$ cat config.mk
export PLATFORM = sky130hd
export DESIGN_NAME = flp_sum_stream
export DESIGN_NICKNAME = d
export VERILOG_FILES = /design/src/rtl/flp_pkg.sv /design/src/rtl/flp_add_pow2.sv /design/src/rtl/flp_sum_stream.sv
export SDC_FILE = /design/constraint.sdc
export NUM_CORES = 1
export LEC_CHECK = 0
export CAP_MARGIN = 20
export CORE_ASPECT_RATIO = 1.4
export CORE_MARGIN = 3
export CORE_UTILIZATION = 40
export DETAILED_ROUTE_END_ITERATION = 16
export PLACE_DENSITY_LB_ADDON = 0.08
export SYNTH_ARGS = -nofsm -noshare
export SYNTH_HDL_FRONTEND = slang
export SYNTH_SLANG_ARGS = --single-unit
$ cat constraint.sdc
create_clock -name clk -period 14.1 [get_ports clk]
set_clock_uncertainty 0.15 [all_clocks]
set_input_delay 2.82 -clock clk [delete_from_list [all_inputs] [get_ports clk]]
set_output_delay 2.82 -clock clk [all_outputs]
set_load 0.005 [all_outputs]
$ cat src/rtl/flp_pkg.sv
// Shared definitions for the power-of-two floating-point summation blocks:
// default field widths and the stream FSM state encoding.
package flp_pkg;

  localparam int EXP_W_DEF  = 8;
  localparam int MANT_W_DEF = 8;

  typedef enum logic [1:0] {
    IDLE  = 2'd0,
    ACCUM = 2'd1,
    DONE  = 2'd2
  } flp_state_e;

endpackage

$ cat src/rtl/flp_add_pow2.sv
// Combinational step: accumulator (E, 1.M) plus 2^x, with truncating
// alignment, single-bit normalisation and exponent saturation.
module flp_add_pow2 #(
  parameter int EXP_W  = 8,
  parameter int MANT_W = 8
) (
  input  logic [EXP_W:0]    acc_exp,
  input  logic [MANT_W-1:0] acc_mant,
  input  logic [EXP_W-1:0]  in_exp,
  output logic [EXP_W:0]    sum_exp,
  output logic [MANT_W-1:0] sum_mant,
  output logic              ovf
);

  localparam int SW = MANT_W + 2;

  logic [EXP_W:0]   x_ext_s;
  logic [EXP_W:0]   big_exp_s;
  logic [EXP_W:0]   diff_s;
  logic [SW-1:0]    big_sig_s;
  logic [SW-1:0]    small_sig_s;
  logic [SW-1:0]    small_al_s;
  logic [SW-1:0]    sig_sum_s;
  logic [EXP_W+1:0] exp_inc_s;

  assign x_ext_s = {1'b0, in_exp};

  // Align the smaller operand, add, normalise and saturate.
  always_comb begin
    if (acc_exp >= x_ext_s) begin
      big_exp_s   = acc_exp;
      diff_s      = acc_exp - x_ext_s;
      big_sig_s   = {1'b0, 1'b1, acc_mant};
      small_sig_s = {1'b0, 1'b1, {MANT_W{1'b0}}};
    end else begin
      big_exp_s   = x_ext_s;
      diff_s      = x_ext_s - acc_exp;
      big_sig_s   = {1'b0, 1'b1, {MANT_W{1'b0}}};
      small_sig_s = {1'b0, 1'b1, acc_mant};
    end

    if (32'(diff_s) > MANT_W) begin
      small_al_s = {SW{1'b0}};
    end else begin
      small_al_s = small_sig_s >> diff_s;
    end

    sig_sum_s = big_sig_s + small_al_s;

    if (sig_sum_s[SW-1]) begin
      exp_inc_s = {1'b0, big_exp_s} + {{(EXP_W+1){1'b0}}, 1'b1};
      sum_mant  = sig_sum_s[MANT_W:1];
    end else begin
      exp_inc_s = {1'b0, big_exp_s};
      sum_mant  = sig_sum_s[MANT_W-1:0];
    end

    // Carry out of the widened exponent means the result is unrepresentable.
    if (exp_inc_s[EXP_W+1]) begin
      sum_exp  = {(EXP_W+1){1'b1}};
      sum_mant = {MANT_W{1'b1}};
      ovf      = 1'b1;
    end else begin
      sum_exp  = exp_inc_s[EXP_W:0];
      ovf      = 1'b0;
    end
  end

endmodule

$ cat src/rtl/flp_sum_stream.sv
// Streams vectors of 2^x elements and emits their truncated floating-point
// sum, one result per vector, with length-cap and overflow flags.
module flp_sum_stream
  import flp_pkg::*;
#(
  parameter int EXP_W  = EXP_W_DEF,
  parameter int MANT_W = MANT_W_DEF,
  parameter int N_MAX  = 16,
  localparam int CNT_W = $clog2(N_MAX + 1)
) (
  input  logic              clk,
  input  logic              rst,
  input  logic              in_valid,
  output logic              in_ready,
  input  logic [EXP_W-1:0]  in_exp,
  input  logic              in_last,
  output logic              out_valid,
  input  logic              out_ready,
  output logic [EXP_W:0]    out_exp,
  output logic [MANT_W-1:0] out_mant,
  output logic [CNT_W-1:0]  out_count,
  output logic              out_len_err,
  output logic              out_ovf
);

  localparam logic [CNT_W-1:0] ONE_CNT = CNT_W'(1);
  localparam logic [CNT_W-1:0] MAX_CNT = CNT_W'(N_MAX);

  flp_state_e        state_r, state_s;
  logic [EXP_W:0]    acc_exp_r, acc_exp_s;
  logic [MANT_W-1:0] acc_mant_r, acc_mant_s;
  logic [CNT_W-1:0]  count_r, count_s, count_inc_s;
  logic              len_err_r, len_err_s;
  logic              ovf_r, ovf_s;
  logic              in_ready_r, out_valid_r;
  logic              beat_s, cap_s, term_s;
  logic [EXP_W:0]    add_exp_s;
  logic [MANT_W-1:0] add_mant_s;
  logic              add_ovf_s;

  flp_add_pow2 #(
    .EXP_W  (EXP_W),
    .MANT_W (MANT_W)
  ) u_add (
    .acc_exp  (acc_exp_r),
    .acc_mant (acc_mant_r),
    .in_exp   (in_exp),
    .sum_exp  (add_exp_s),
    .sum_mant (add_mant_s),
    .ovf      (add_ovf_s)
  );

  // Next-state and accumulator update for one accepted element or result.
  always_comb begin
    state_s    = state_r;
    acc_exp_s  = acc_exp_r;
    acc_mant_s = acc_mant_r;
    count_s    = count_r;
    len_err_s  = len_err_r;
    ovf_s      = ovf_r;

    beat_s      = in_valid && in_ready_r;
    count_inc_s = (state_r == IDLE) ? ONE_CNT : (count_r + ONE_CNT);
    cap_s       = (count_inc_s == MAX_CNT);
    term_s      = in_last || cap_s;

    case (state_r)
      IDLE: begin
        if (beat_s) begin
          acc_exp_s  = {1'b0, in_exp};
          acc_mant_s = {MANT_W{1'b0}};
          count_s    = count_inc_s;
          len_err_s  = cap_s && !in_last;
          ovf_s      = 1'b0;
          state_s    = term_s ? DONE : ACCUM;
        end else begin
          state_s = IDLE;
        end
      end
      ACCUM: begin
        if (beat_s) begin
          acc_exp_s  = add_exp_s;
          acc_mant_s = add_mant_s;
          count_s    = count_inc_s;
          len_err_s  = cap_s && !in_last;
          ovf_s      = ovf_r || add_ovf_s;
          state_s    = term_s ? DONE : ACCUM;
        end else begin
          state_s = ACCUM;
        end
      end
      DONE: begin
        if (out_ready) begin
          state_s = IDLE;
        end else begin
          state_s = DONE;
        end
      end
      default: begin
        state_s = IDLE;
      end
    endcase
  end

  // State, accumulator and handshake registers.
  always_ff @(posedge clk) begin
    if (rst) begin
      state_r     <= IDLE;
      acc_exp_r   <= {(EXP_W+1){1'b0}};
      acc_mant_r  <= {MANT_W{1'b0}};
      count_r     <= {CNT_W{1'b0}};
      len_err_r   <= 1'b0;
      ovf_r       <= 1'b0;
      in_ready_r  <= 1'b1;
      out_valid_r <= 1'b0;
    end else begin
      state_r     <= state_s;
      acc_exp_r   <= acc_exp_s;
      acc_mant_r  <= acc_mant_s;
      count_r     <= count_s;
      len_err_r   <= len_err_s;
      ovf_r       <= ovf_s;
      in_ready_r  <= (state_s != DONE);
      out_valid_r <= (state_s == DONE);
    end
  end

  assign in_ready    = in_ready_r;
  assign out_valid   = out_valid_r;
  assign out_exp     = acc_exp_r;
  assign out_mant    = acc_mant_r;
  assign out_count   = count_r;
  assign out_len_err = len_err_r;
  assign out_ovf     = ovf_r;

endmodule

# After elaboration in Yosys (flattened, before gate mapping)
# Index checks and enable logic that the tools add are counted.
[word_totals] reg_bits=28 input_bits=13 out_inout_bits=26 elab_cells=58
[op_classes] add_sub_neg=5 n_lt_le_gt_ge=2 n_eq_ne=7 n_shift=1 mux=25 n_reduce_logical=10
[ops] cell="8-bit two-way mux" n=6
[ops] cell="9-bit two-way mux" n=5
[ops] cell="10-bit two-way mux" n=2
[ops] cell="9-bit case mux with 2 select lines" n=1
[ops] cell="8-bit case mux with 2 select lines" n=1
[ops] cell="9-bit by 1-bit adder with 10-bit output (second input constant)" n=1
[ops] cell="9-bit by 10-bit adder with 10-bit output" n=1
[ops] cell="9-bit by 9-bit right shift with 10-bit output" n=1
[ops] cell="9-bit by 8-bit greater-or-equal comparator with 1-bit output" n=1
[ops] cell="9-bit by 4-bit greater-than comparator with 1-bit output (second input constant)" n=1
[ops] cell="8-bit by 9-bit subtractor with 9-bit output" n=1
[ops] cell="9-bit by 8-bit subtractor with 9-bit output" n=1
[ops] cell="2-bit two-way mux" n=4
[ops] cell="2-bit != test (second input constant)" n=3
[ops] cell="2-bit case mux with 3 select lines" n=1
[ops] cell="5-bit by 1-bit adder with 5-bit output (second input constant)" n=1
[ops] cell="5-bit == test (second input constant)" n=1
[ops] cell="5-bit two-way mux" n=1
[ops] cell="2-bit == test (second input constant)" n=2
[ops] cell="1-bit two-way mux" n=3
[ops] cell="3-bit AND reduction" n=1
[ops] cell="2-bit by 1-bit == test with 1-bit output (second input constant)" n=1
[ops] cell="1-bit logical AND" n=2
[ops] cell="2-bit logical NOT" n=1
[ops] cell="6 further kinds" n=7

# Longest topological paths before layout
# Gate-level depths: netlist of the first run.
[logic_depth] depth_word=10 ltp_mapped=26 depth_no_buf=25

# Cells and area by module
# A second synthesis of the first run with hierarchy kept.
[unflattened] cells_unflattened=455 area_unflattened_um2=3463.3
[by_module_without_submodules] module="flp_add_pow2" n_inst=1 cells_per_inst=315 area_each_um2=2159.6 seq_area_each_um2=0.0
[by_module_without_submodules] module="flp_sum_stream" n_inst=1 cells_per_inst=140 area_each_um2=1303.8 seq_area_each_um2=560.5

# Worst setup path before layout of the first run
# Ideal clock, no wire load.
[synth_path] kind="input-to-reg" start="in in_exp[1]" end="reg acc_exp_r[6], in the netlist out_exp[6]" setup_ps=120 arrival_ps=7313 t_required_ps=13830 setup_slack_ps=6518 path_stages=24 path_buffers=2 path_cell_list="inv_1 > ha_1 > nor2b_4 > o31a_4 > and4_1 > buf_6 > o21ai_2 > nand2_1 > mux4_2 > mux2i_1 > nor2_1 > mux2i_1 > a211oi_1 > ha_1 > a21o_1 > a21oi_1 > o21ai_1 > o41a_1 > and2_1 > nor2_1 > a21o_1 > clkbuf_1 > a31oi_1 > a211o_1"
[synth_between] elab_chain_len=9 elab_cells_between_ends=16 cone_classes="4 x add/sub; 2 x order compare; 1 x shift; 9 x mux"
[synth_lines] item="start: declaration" line_no="flp_sum_stream.sv:15" rtl="input logic [EXP_W-1:0] in_exp,"
[synth_lines] item="8-bit by 9-bit subtractor with 9-bit output (tied with other cells)" line_no="flp_add_pow2.sv:37" rtl="diff_s = x_ext_s - acc_exp;"
[synth_lines] item="9-bit two-way mux or 8-bit two-way mux (tied branches)" line_no="flp_add_pow2.sv:30" rtl="if (acc_exp >= x_ext_s) begin"
[synth_lines] item="9-bit by 4-bit greater-than comparator with 1-bit output or 9-bit by 9-bit right shift with 10-bit output (tied branches)" line_no="flp_add_pow2.sv:42, flp_add_pow2.sv:45"
[synth_lines] item="10-bit two-way mux" line_no="flp_add_pow2.sv:42" rtl="if (32'(diff_s) > MANT_W) begin"
[synth_lines] item="9-bit by 10-bit adder with 10-bit output" line_no="flp_add_pow2.sv:48" rtl="sig_sum_s = big_sig_s + small_al_s;"
[synth_lines] item="10-bit two-way mux *" line_no="flp_add_pow2.sv:50" rtl="if (sig_sum_s[SW-1]) begin"
[synth_lines] item="9-bit two-way mux *" line_no="flp_add_pow2.sv:59" rtl="if (exp_inc_s[EXP_W+1]) begin"
[synth_lines] item="9-bit two-way mux *" line_no="flp_sum_stream.sv:81" rtl="if (beat_s) begin"
[synth_lines] item="9-bit case mux with 2 select lines *" line_no="flp_sum_stream.sv:67" rtl="case (state_r)"
[synth_lines] item="end signal: assignment" line_no="flp_sum_stream.sv:109" rtl="acc_exp_r <= {(EXP_W+1){1'b0}};"
[synth_lines] item="end signal: assignment" line_no="flp_sum_stream.sv:118" rtl="acc_exp_r <= acc_exp_s;"
[synth_lines] item="end: declaration" line_no="flp_sum_stream.sv:30" rtl="logic [EXP_W:0] acc_exp_r, acc_exp_s;"
# Every way passes the cells marked *; elsewhere a longest branch is shown, timed or not. The select of a mux whose other input is x is not followed.
# A chain may end at the register's enable or synchronous reset.

# Worst setup path after layout of the first run
[layout_path] start="in in_exp[7]" end="reg acc_exp_r[3], in the netlist out_exp[3]"
# The elaborated chain is that of the path after synthesis.

==> results of run 1 <==
==> registers in the layout (all words and copies together) (netlist names) <==
signal / count
out_exp: 9
out_mant: 8
state_r: 2
out_count: 5
out_valid: 1
in_ready: 1
out_len_err: 1
out_ovf: 1
==> cell usage in the layout, fill, tap and decap left out, types with 3 or more instances in the layout <==
| cell | instances |
|---|---|
| nor3_1 | 15 |
| nand3_1 | 21 |
| a22o_1 | 7 |
| mux2i_1 | 10 |
| xnor2_1 | 8 |
| nand2_1 | 43 |
| o21a_1 | 3 |
| nor2b_1 | 7 |
| o211ai_1 | 4 |
| a311oi_1 | 3 |
| and2_1 | 13 |
| a211o_1 | 4 |
| mux4_2 | 5 |
| fa_1 | 3 |
| or3_1 | 3 |
| o31ai_1 | 3 |
| clkdlybuf4s50_1 | 38 |
| inv_1 | 30 |
| a21oi_1 | 24 |
| xor2_1 | 6 |
| a22oi_1 | 4 |
| o21ai_0 | 27 |
| a31oi_1 | 5 |
| ha_1 | 26 |
| nor2_1 | 39 |
| dfxtp_1 | 28 |
| and3_1 | 6 |
| nand2b_1 | 4 |
| or2_2 | 4 |
| clkbuf_16 | 3 |
| a21o_1 | 8 |
| o22ai_1 | 3 |
| a211oi_1 | 8 |
==> cell type report <==
class,instances,area share (%)
flip-flops and latches,28,14.3
well taps,102,3.25
multi-input cells,372,68.0
clock buffers,3,1.91
repair buffers,38,9.70
inverters,30,2.87
==> through the flow <==
| stage | cells | hold WS, ps | power [mW] | instance area (um^2) |
|---|---|---|---|---|
| after CTS | 573 | 393 | 0.292 | 3920 |
| after global routing | 573 | 425 | 0.310 | 3920 |
| after detailed placement | 570 | 368 | 0.228 | 3850 |
| after floorplan | 451 | 344 | 0.192 | 3440 |
| after global placement | 570 | 349 | 0.228 | 3850 |
| final | 573 | 376 | 0.292 | 3920 |
==> cell families (layout without fill, tap and decap cells) <==
| group | count (synthesis) | in the layout | share of synthesized area (%) |
|---|---|---|---|
| buf+inv | 51 | 71 | 6.25 |
| fa+ha+maj | 29 | 29 | 11.2 |
| compound gates | 138 | 138 | 30.1 |
| mux | 17 | 17 | 6.84 |
| xor+xnor | 14 | 14 | 3.56 |
| flops | 28 | 28 | 16.3 |
| simple gates | 174 | 174 | 25.8 |
==> per-layer routing <==
layer	global-route usage [%]	up-vias	part of all wire (%)
met3	1.35	35	2.6
met4	10.5	0	4.6
met2	35.8	85	49
met1	26.3	1611	44
li1	-	1691	-
met5	0	-	0
==> worst register-to-register path: stages, from the launching register on <==
cell and delay [ps]:
dfxtp_1 520, ha_1 450, and4_1 320, nand4_2 120, o2111a_2 270, nand2_2 330, o32ai_4 440, nand2_1 190
a21oi_1 250, a21o_1 170, a22oi_1 90, nor2_1 120, ha_1 230, a21o_1 170, a21oi_1 220, o21ai_1 130
o41a_1 340, and2_1 200, nor2_1 340, nand2_1 430, o21ai_1 300, xnor2_1 120, a311oi_1 250
==> path summary, 6_finish.rpt <==
kind / slack [ps] / end
max reg2reg: 7850 / out_exp[3]
min: 380 / out_len_err
min reg2reg: 380 / out_len_err
max: 5080 / out_exp[3]
==> cells in the mapped netlist (all sizes together) (6+ instances only) <==
cell,number
nand3,21
nor2,40
o21ai,31
or2,6
and3,6
inv,30
a21o,8
ha,26
xnor2,8
a211oi,8
clkbuf,13
a22o,7
buf,8
dfxtp,28
nor2b,8
xor2,6
nor3,15
nand2,44
a21oi,25
and2,15
mux2i,10
==> report_power, final <==
part           switching (mW)  internal [mW]
logic                  0.0835         0.0539
registers             0.00783         0.0829
clock network          0.0264         0.0376
==> key figures, run 1 <==
Layout
  – ANT cells: 0
  – Layout cells sized above 1: under 10%
  – Register area: 561 um^2
  – Synth-to-Final Area Change: 14.0%
  – Multi-input gate area: 2670 um^2
  – Fill count: 853
  – Final #Nets: 515
  – Fin util: 47.5%

Drt
  – Via count: between 3,000 and 4,000
  – 1st-pass router iterations: 4
  – Final wirelength: 10,200 um
  – Final ANT Viol Nets: 0
  – Residual DRC count: 0
  – Avg Vias per Cell: 5.97
  – Wire per inst: 17.9 um
  – Initial DRC Count: 100

Place
  – Detailed placement HPWL: 8020 um
  – Placer Congestion: about 0.88
  – # port buffers: 38
  – Dpl ws: ~4900 ps

Timing
  – PnR worst setup slack: 5080 ps
  – Final period util: 64.0%
  – Achievable frequency: 111 MHz
  – Slew margin rel.: 38.6%
  – Pins Over Slew Limit: 0
  – Min Tclk post-route: 9020 ps
  – Setup TNS: 0 ps
  – Unrepaired setup endpoints after global routing: false
  – Hold Vio Cnt, Final: 0
  – Final setup viols: 0
  – Tightest Pin Transition: 918 ps

Synth
  – Area contributors post-synth: dfxtp_1, ha_1, nand2_1
  – Mapped Avg Cell Area: 7.63 um^2
  – #FFs+latches synth: 28
  – Leading area contributor after synthesis: dfxtp_1
  – Yosys warning count: 0
  – Syn nets: 493
  – Netlist cell types: 84
  – Post-synth ARST share: 0%
  – Syn Std Cell Area: about 3400 um^2
  – Most used DFF post-synth: dfxtp_1
  – EDFF count, synth: 0
  – Cells after Synth: 451
  – Post-synthesis sequential area ratio: between 15 and 20%
  – Top cell type's share of synthesized area: 16.3%

CTS
  – CTS Root Cell: clkbuf_16
  – Num CTS Buffers: 3
  – Hold Buf Count CTS: 0
  – TritonCTS clock tree: done
  – PostCTS Resize Cnt: 0
  – CTS clk-pin slew, worst paths: about 70 ps
  – CTS H-tree depth: 1
  – Number of setup buffers added after CTS: 0
  – Clock sink count: 28
  – Clk_lat worst skew: 260 ps
  – CTS Buffer Depth: 2

Setup path
  – WP data required: between 10,000 and 15,000 ps
  – Most frequent CP cell: nor2_1
  – Crit path buf inv count: 2
  – Worst setup path startpoint: in_exp[7]
  – Startpoint Class: primary input
  – Reg2reg start: out_exp[7]
  – CP cell instances: clkdlybuf4s50_1 > inv_1 > ha_1 > nand3_1 > nor2_1 > and4_1 > nor2_4 > o311a_1 > nand2_1 > a21oi_1 > a21o_1 > a22oi_1 > nor2_1 > ha_1 > a21o_1 > a21oi_1 > o21ai_1 > o41a_1 > and2_1 > nor2_1 > nand2_1 > o21ai_1 > xnor2_1 > a311oi_1
  – WP depth: 24
  – Cells on worst reg2reg path: 22
  – Critical Path Sink Type: register
  – Setup CP Type: primary input to register
  – Worst path max stage delay: 590 ps
  – Crit path DAT: between 9000 and 10,000 ps
  – Crit path max-delay family: compound AO/OA/AOI/OAI gates
  – Crit path max fanout: 18
  – Max stage delay cell, worst path: clkdlybuf4s50_1

GRT
  – Antenna violations before repair: 0
  – Gr ovfl total: 0
  – First-pass GRT wire length: 16,600 um
  – Vias in the first global route: between 3,000 and 4,000
  – Total Routing Usage GR: just over 20%
  – Largest net degree at the start of global routing: 29

Min path
  – Worst hold start: out_len_err
  – Hold WC Path Type: register to register
  – Worst hold stages: 2

Power
  – P_leak: approximately 1.6 nW
  – Pwr per Cell Area: 74.5 nW/um^2
  – VDD IR max: 76.1 uV

Status
  – Status: finished clean

Floorplanning
  – Starting density of the core: 41.7%
  – Cell row count: 39
  – Die Span X: 84.4 um
  – # IOs: 39
  – Core footprint: 8250 um^2
  – DIE HEIGHT: 116 um
  – Die ar.: 9770 um^2

Job
  – Max Cap Violations: 0
Note: power is estimated with default switching activity, not from simulation.
==> run 2: changes to the inputs <==
==> constraint.sdc (replaced) <==
create_clock -name clk -period 8.17 [get_ports clk]
set_clock_uncertainty 0.15 [all_clocks]
set_input_delay 1.634 -clock clk [delete_from_list [all_inputs] [get_ports clk]]
set_output_delay 1.634 -clock clk [all_outputs]
set_load 0.005 [all_outputs]
==> key figures, run 2 (synthesis gave the netlist of run 1 again) <==
Setup path
  – Worst setup path startpoint: in_exp[7]
  – Crit path to: out_exp[1]
  – Crit path DAT: 7580 ps (-1460 ps)
  – WP data required: 8140 ps (-5970 ps)
  – Reg2reg end: out_exp[1]
  – WP depth: 25 (+4.2%)
  – Max stage delay cell, worst path: clkdlybuf4s50_1
  – Crit path buf inv count: 3 (+1)
  – Reg2reg start: out_exp[7]
  – Critical Path Sink Type: register
  – Setup CP Type: primary input to register
  – Crit path max-delay family: compound AO/OA/AOI/OAI gates
  – Crit path max fanout: 18 (unchanged)
  – Startpoint Class: primary input
  – Cells on worst reg2reg path: 23 (+4.5%)
  – Worst reg-to-reg setup slack: 2190 ps (-5660 ps)
  – Worst path max stage delay: 590 ps (about the same)

Power
  – P_leak: 1.62 nW (+1.6%)
  – Tot Pwr: 0.517 mW (+77%)
  – Pwr per Cell Area: 130 nW/um^2 (+75%)
  – VDD IR max: 141 uV (+86%)

Drt
  – Avg Vias per Cell: 5.92 (-0.84%)
  – Residual DRC count: 0 (unchanged)
  – Initial DRC Count: 158 (+58%)
  – Final ANT Viol Nets: 0 (unchanged)
  – Wire per inst: 17.8 um (-0.27%)
  – Via count: 3,423 (+0.029%)
  – 1st-pass router iterations: 5 (+1)
  – Final wirelength: 10,300 um (+0.60%)

Min path
  – Hold WC Path Type: register to register
  – Worst hold start: out_len_err
  – Worst hold stages: 2 (unchanged)

Timing
  – Tightest Pin Transition: 950 ps (+32.0 ps)
  – Slew margin rel.: 36.4% (-2.1 points)
  – Setup TNS: 0 ps (unchanged)
  – Min Tclk post-route: 7610 ps
  – Unrepaired setup endpoints after global routing: false
  – Hold Vio Cnt, Final: 0 (unchanged)
  – Final period util: 93.1%
  – Achievable frequency: 131 MHz
  – Worst hold slack: 373 ps (-2.91 ps)
  – Pins Over Slew Limit: 0 (unchanged)
  – Final setup viols: 0 (unchanged)

Status
  – Status: finished clean

Layout
  – Register area: 561 um^2 (unchanged)
  – Max reg flops: 9 (unchanged)
  – Multi-input gate area: 2670 um^2 (unchanged)
  – Layout cells sized above 1: 7.77% (+0.98 points)
  – Most frequent cells in the layout: nand2_1, nor2_1, clkdlybuf4s50_1, inv_1, dfxtp_1
  – Fill count: 824 (-3.4%)
  – Synth-to-Final Area Change: 15.2%
  – Final #Nets: 519 (+0.78%)
  – ANT cells: 0 (unchanged)
  – Final non-filler cell total: 578 (+0.87%)
  – Commonest non-fill, non-tap cell in the layout: nand2_1

Floorplanning
  – Die Span X: 84.4 um (unchanged)
  – Starting density of the core: 41.7% (unchanged)
  – Cell row count: 39 (unchanged)
  – # IOs: 39 (unchanged)
  – Die ar.: 9770 um^2 (unchanged)
  – Core footprint: 8250 um^2 (unchanged)
  – DIE HEIGHT: 116 um (unchanged)

CTS
  – Clk_lat worst skew: 260 ps (about the same)
  – Hold Buf Count CTS: 0 (unchanged)
  – CTS clk-pin slew, worst paths: 70 ps (about the same)
  – CTS Buffer Depth: 2 (unchanged)
  – CTS Root Cell: clkbuf_16
  – PostCTS Resize Cnt: 0 (unchanged)
  – Num CTS Buffers: 3 (unchanged)
  – Number of setup buffers added after CTS: 0 (unchanged)
  – CTS H-tree depth: 1 (unchanged)
  – TritonCTS clock tree: done
  – Clock sink count: 28 (unchanged)

GRT
  – Antenna violations before repair: 0 (unchanged)
  – Largest net degree at the start of global routing: 28 (-3.4%)
  – Total Routing Usage GR: 20.5% (-0.31 points)
  – First-pass GRT wire length: 16,300 um (-1.7%)
  – Gr ovfl total: 0 (unchanged)
  – Vias in the first global route: 3,301 (-3.0%)

Place
  – Detailed placement HPWL: 8110 um (+1.1%)
  – Dpl cells: 574 (+0.70%)
  – # port buffers: 38 (unchanged)
  – Placer Congestion: 0.951 (+8.4%)

Job
  – Max Cap Violations: 0 (unchanged)
run 2: cell types whose count changed in the layout (fill, tap and decap cells not counted), sizes merged:
cell	change
clkbuf	+1
buf	+4
run 2: layer usage:
layer | track usage (%) | vias to the layer above | part of all wire, %
met1 | 25.6 | 1586 | 44
li1 | - | 1708 | -
met3 | 1.49 | 18 | 4.1
met5 | 0 | - | 0
met2 | 37.2 | 111 | 50
met4 | 6.76 | 0 | 2.5
run 2: worst min-delay path by stage:
| stage | slack, ps | to |
|---|---|---|
| finish | 370 | out_len_err |
| global route | 430 | state_r[0] |
| CTS | 380 | out_ovf |
| detailed placement | 350 | out_len_err |
| global placement | 350 | out_len_err |
| floorplan | 340 | out_mant[7] |
run 2: tightest hold or removal path, stage by stage, from the launching register on:
cell     delay, ps
dfxtp_1        330
a22oi_1         80
nor2_1          80
run 2: through the flow:
| stage | setup slack (ps) | utilization [%] | area, um^2 |
|---|---|---|---|
| final | 562 | 48.1 | 3970 |
| after global routing | 85.7 | 48.1 | 3970 |
| after CTS | 621 | 48.1 | 3970 |
| after detailed placement | 368 | 47.0 | 3880 |
| after global placement | 457 | 47.0 | 3880 |
| after floorplan | 1770 | - | 3440 |
run 2: power by group:
group	total, mW	internal, mW	leakage (nW)	switching, mW
sequential	0.156	0.143	0.228	0.0134
clock	0.122	0.0750	0.0442	0.0465
combinational	0.239	0.0952	1.35	0.144
run 2: area by class of cell:
type                            count  area share (%)
Clock buffer                        4            2.24
Inverter                           30            2.84
Multi-Input combinational cell    372            67.2
Sequential cell                    28            14.1
Tap cell                          102            3.22
Timing Repair Buffer               42            10.4
==> run 3: changes to the inputs <==
--- a/config.mk
+++ b/config.mk
@@ -6,10 +6,13 @@
 export NUM_CORES = 1
 export LEC_CHECK = 0
 export CAP_MARGIN = 20
+export CELL_PAD_IN_SITES_DETAIL_PLACEMENT = 1
+export CELL_PAD_IN_SITES_GLOBAL_PLACEMENT = 2
 export CORE_ASPECT_RATIO = 1.4
 export CORE_MARGIN = 3
-export CORE_UTILIZATION = 40
+export CORE_UTILIZATION = 30
 export DETAILED_ROUTE_END_ITERATION = 16
+export MAX_ROUTING_LAYER = met4
 export PLACE_DENSITY_LB_ADDON = 0.08
 export SYNTH_ARGS = -nofsm -noshare
 export SYNTH_HDL_FRONTEND = slang
==> key figures, run 3 (synthesis gave the netlist of run 1 again) <==
Drt
  – Wire per inst: 20.2 um (+13%)
  – Initial DRC Count: 115 (-27%)
  – Final ANT Viol Nets: 0 (unchanged)
  – Via count: 3,551 (+3.7%)
  – Final wirelength: 12,600 um (+22%)
  – Avg Vias per Cell: 5.71 (-3.6%)
  – 1st-pass router iterations: 4 (-1)
  – Residual DRC count: 0 (unchanged)

Job
  – Max Cap Violations: 0 (unchanged)

Place
  – Detailed placement HPWL: 10,100 um (+25%)
  – Placer Congestion: 0.880 (-7.5%)
  – Dpl cells: 618 (+7.7%)
  – # port buffers: 38 (unchanged)

GRT
  – Largest net degree at the start of global routing: 28 (unchanged)
  – Total Routing Usage GR: 20.5% (+0.059 points)
  – Gr ovfl total: 0 (unchanged)
  – Vias in the first global route: 3,769 (+14%)
  – First-pass GRT wire length: 20,000 um (+22%)
  – Antenna violations before repair: 0 (unchanged)

Timing
  – Hold Vio Cnt, Final: 0 (unchanged)
  – Achievable frequency: 132 MHz (+0.59%)
  – Final period util: 92.6% (-0.55 points)
  – Min Tclk post-route: 7560 ps (-44.7 ps)
  – Slew margin rel.: 36.0% (-0.45 points)
  – Unrepaired setup endpoints after global routing: false
  – Setup TNS: 0 ps (unchanged)
  – Tightest Pin Transition: 957 ps (+6.77 ps)
  – Final setup viols: 0 (unchanged)
  – Pins Over Slew Limit: 0 (unchanged)

Setup path
  – WP data required: 8150 ps (about the same)
  – Critical Path Sink Type: register
  – Setup CP Type: primary input to register
  – Crit path max-delay family: compound AO/OA/AOI/OAI gates
  – Crit path buf inv count: 3 (unchanged)
  – Most frequent CP cell: nor2_1
  – Crit path max fanout: 11 (-7)
  – Max stage delay cell, worst path: clkdlybuf4s50_1
  – Worst path max stage delay: 610 ps (+20 ps)
  – Startpoint Class: primary input
  – Crit path DAT: 7540 ps (-40 ps)

Power
  – Pwr per Cell Area: 138 nW/um^2 (+5.6%)
  – Pint: 0.339 mW (+8.4%)
  – P_leak: 1.65 nW (+2.0%)
  – Clock power share: 26.7% (+3.2 points)
  – Tot Pwr: 0.560 mW (+8.3%)
  – VDD IR max: 134 uV (-4.9%)
  – Reg power frac: 28.2% (-2.1 points)
  – Switching pwr: 0.221 mW (+8.3%)
  – Sw frac: 39.4% (about the same)
  – Logic gate share of total power: 45.1% (-1.1 points)

Floorplanning
  – # IOs: 39 (unchanged)
  – Die Span X: 96.5 um (+14%)
  – Starting density of the core: 31.2% (-11 points)
  – Core footprint: 11,000 um^2 (+34%)
  – Die ar.: 12,800 um^2 (+31%)
  – Cell row count: 45 (+15%)
  – DIE HEIGHT: 133 um (+15%)

CTS
  – CTS clk-pin slew, worst paths: 80 ps (about the same)
  – CTS Buffer Depth: 2 (unchanged)
  – Number of setup buffers added after CTS: 0 (unchanged)
  – Clk_lat worst skew: 270 ps (about the same)
  – Num CTS Buffers: 3 (unchanged)
  – TritonCTS clock tree: done
  – CTS H-tree depth: 1 (unchanged)
  – PostCTS Resize Cnt: 0 (unchanged)
  – CTS Root Cell: clkbuf_16
  – Hold Buf Count CTS: 0 (unchanged)
  – Clock sink count: 28 (unchanged)

Layout
  – Synth-to-Final Area Change: 18.2%
  – Fill count: 1,402 (+70%)
  – Max reg flops: 9 (unchanged)
  – ANT cells: 0 (unchanged)
  – Most frequent cells in the layout: nand2_1, nor2_1, clkdlybuf4s50_1, inv_1, dfxtp_1
  – Final #Nets: 524 (+0.96%)
  – Fin util: 36.9% (-11 points)
  – Layout cells sized above 1: 8.73% (+0.96 points)
  – Commonest non-fill, non-tap cell in the layout: nand2_1
  – Final non-filler cell total: 622 (+7.6%)

Status
  – Status: finished clean

Min path
  – Hold WC Path Type: register to register
-- run 3: final cells by class --
type | count | area (um^2) | area share, %
repair buffers | 47 | 448 | 11.0
flip-flops and latches | 28 | 561 | 13.8
inverters | 30 | 113 | 2.77
clock buffers | 3 | 75.1 | 1.85
multi-input cells | 372 | 2670 | 65.5
clock inverters | 1 | 30.0 | 0.738
well taps | 141 | 176 | 4.34
-- run 3: worst paths after layout --
kind	from	end	slack (ps)	depth (start not counted)
hold / removal	out_ovf	out_ovf	370	2
hold reg to reg	out_ovf	out_ovf	370	2
setup reg to reg	out_exp[0]	out_exp[1]	2160	25
setup / recovery	in_exp[6]	out_exp[1]	610	25
-- run 3: power groups by stage --
stage,clock network (mW),registers (mW),logic [mW]
floorplan,0,0.155,0.177
global placement,0,0.161,0.252
detailed placement,0,0.161,0.253
CTS,0.154,0.158,0.254
global route,0.158,0.159,0.277
finish,0.150,0.158,0.253
-- run 3: metrics by stage --
stage	hold slack (ps)	instance area (um^2)	setup WS (ps)
final	365	4070	607
after global routing	430	4070	111
after CTS	374	4070	577
after detailed placement	356	3960	312
after global placement	355	3960	443
after floorplan	344	3440	1770
-- run 3: worst register-to-register path, delay by kind of cell, from the launching register on --
family | cells | cell delay (ps)
AOI/OAI and AO/OA | 14 | 2860
and+or+nand+nor | 6 | 1110
adders and majority gates | 3 | 970
DFF | 1 | 480
buffers and inverters | 2 | 300
-- run 3: metal layers --
layer / wire (um) / GRT usage, % / up-vias
met5: 0 / - / -
met4: 381 / 6.71 / 0
met3: 218 / 1.31 / 29
met2: 6400 / 34.7 / 69
met1: 5560 / 25.5 / 1742
li1: - / - / 1711
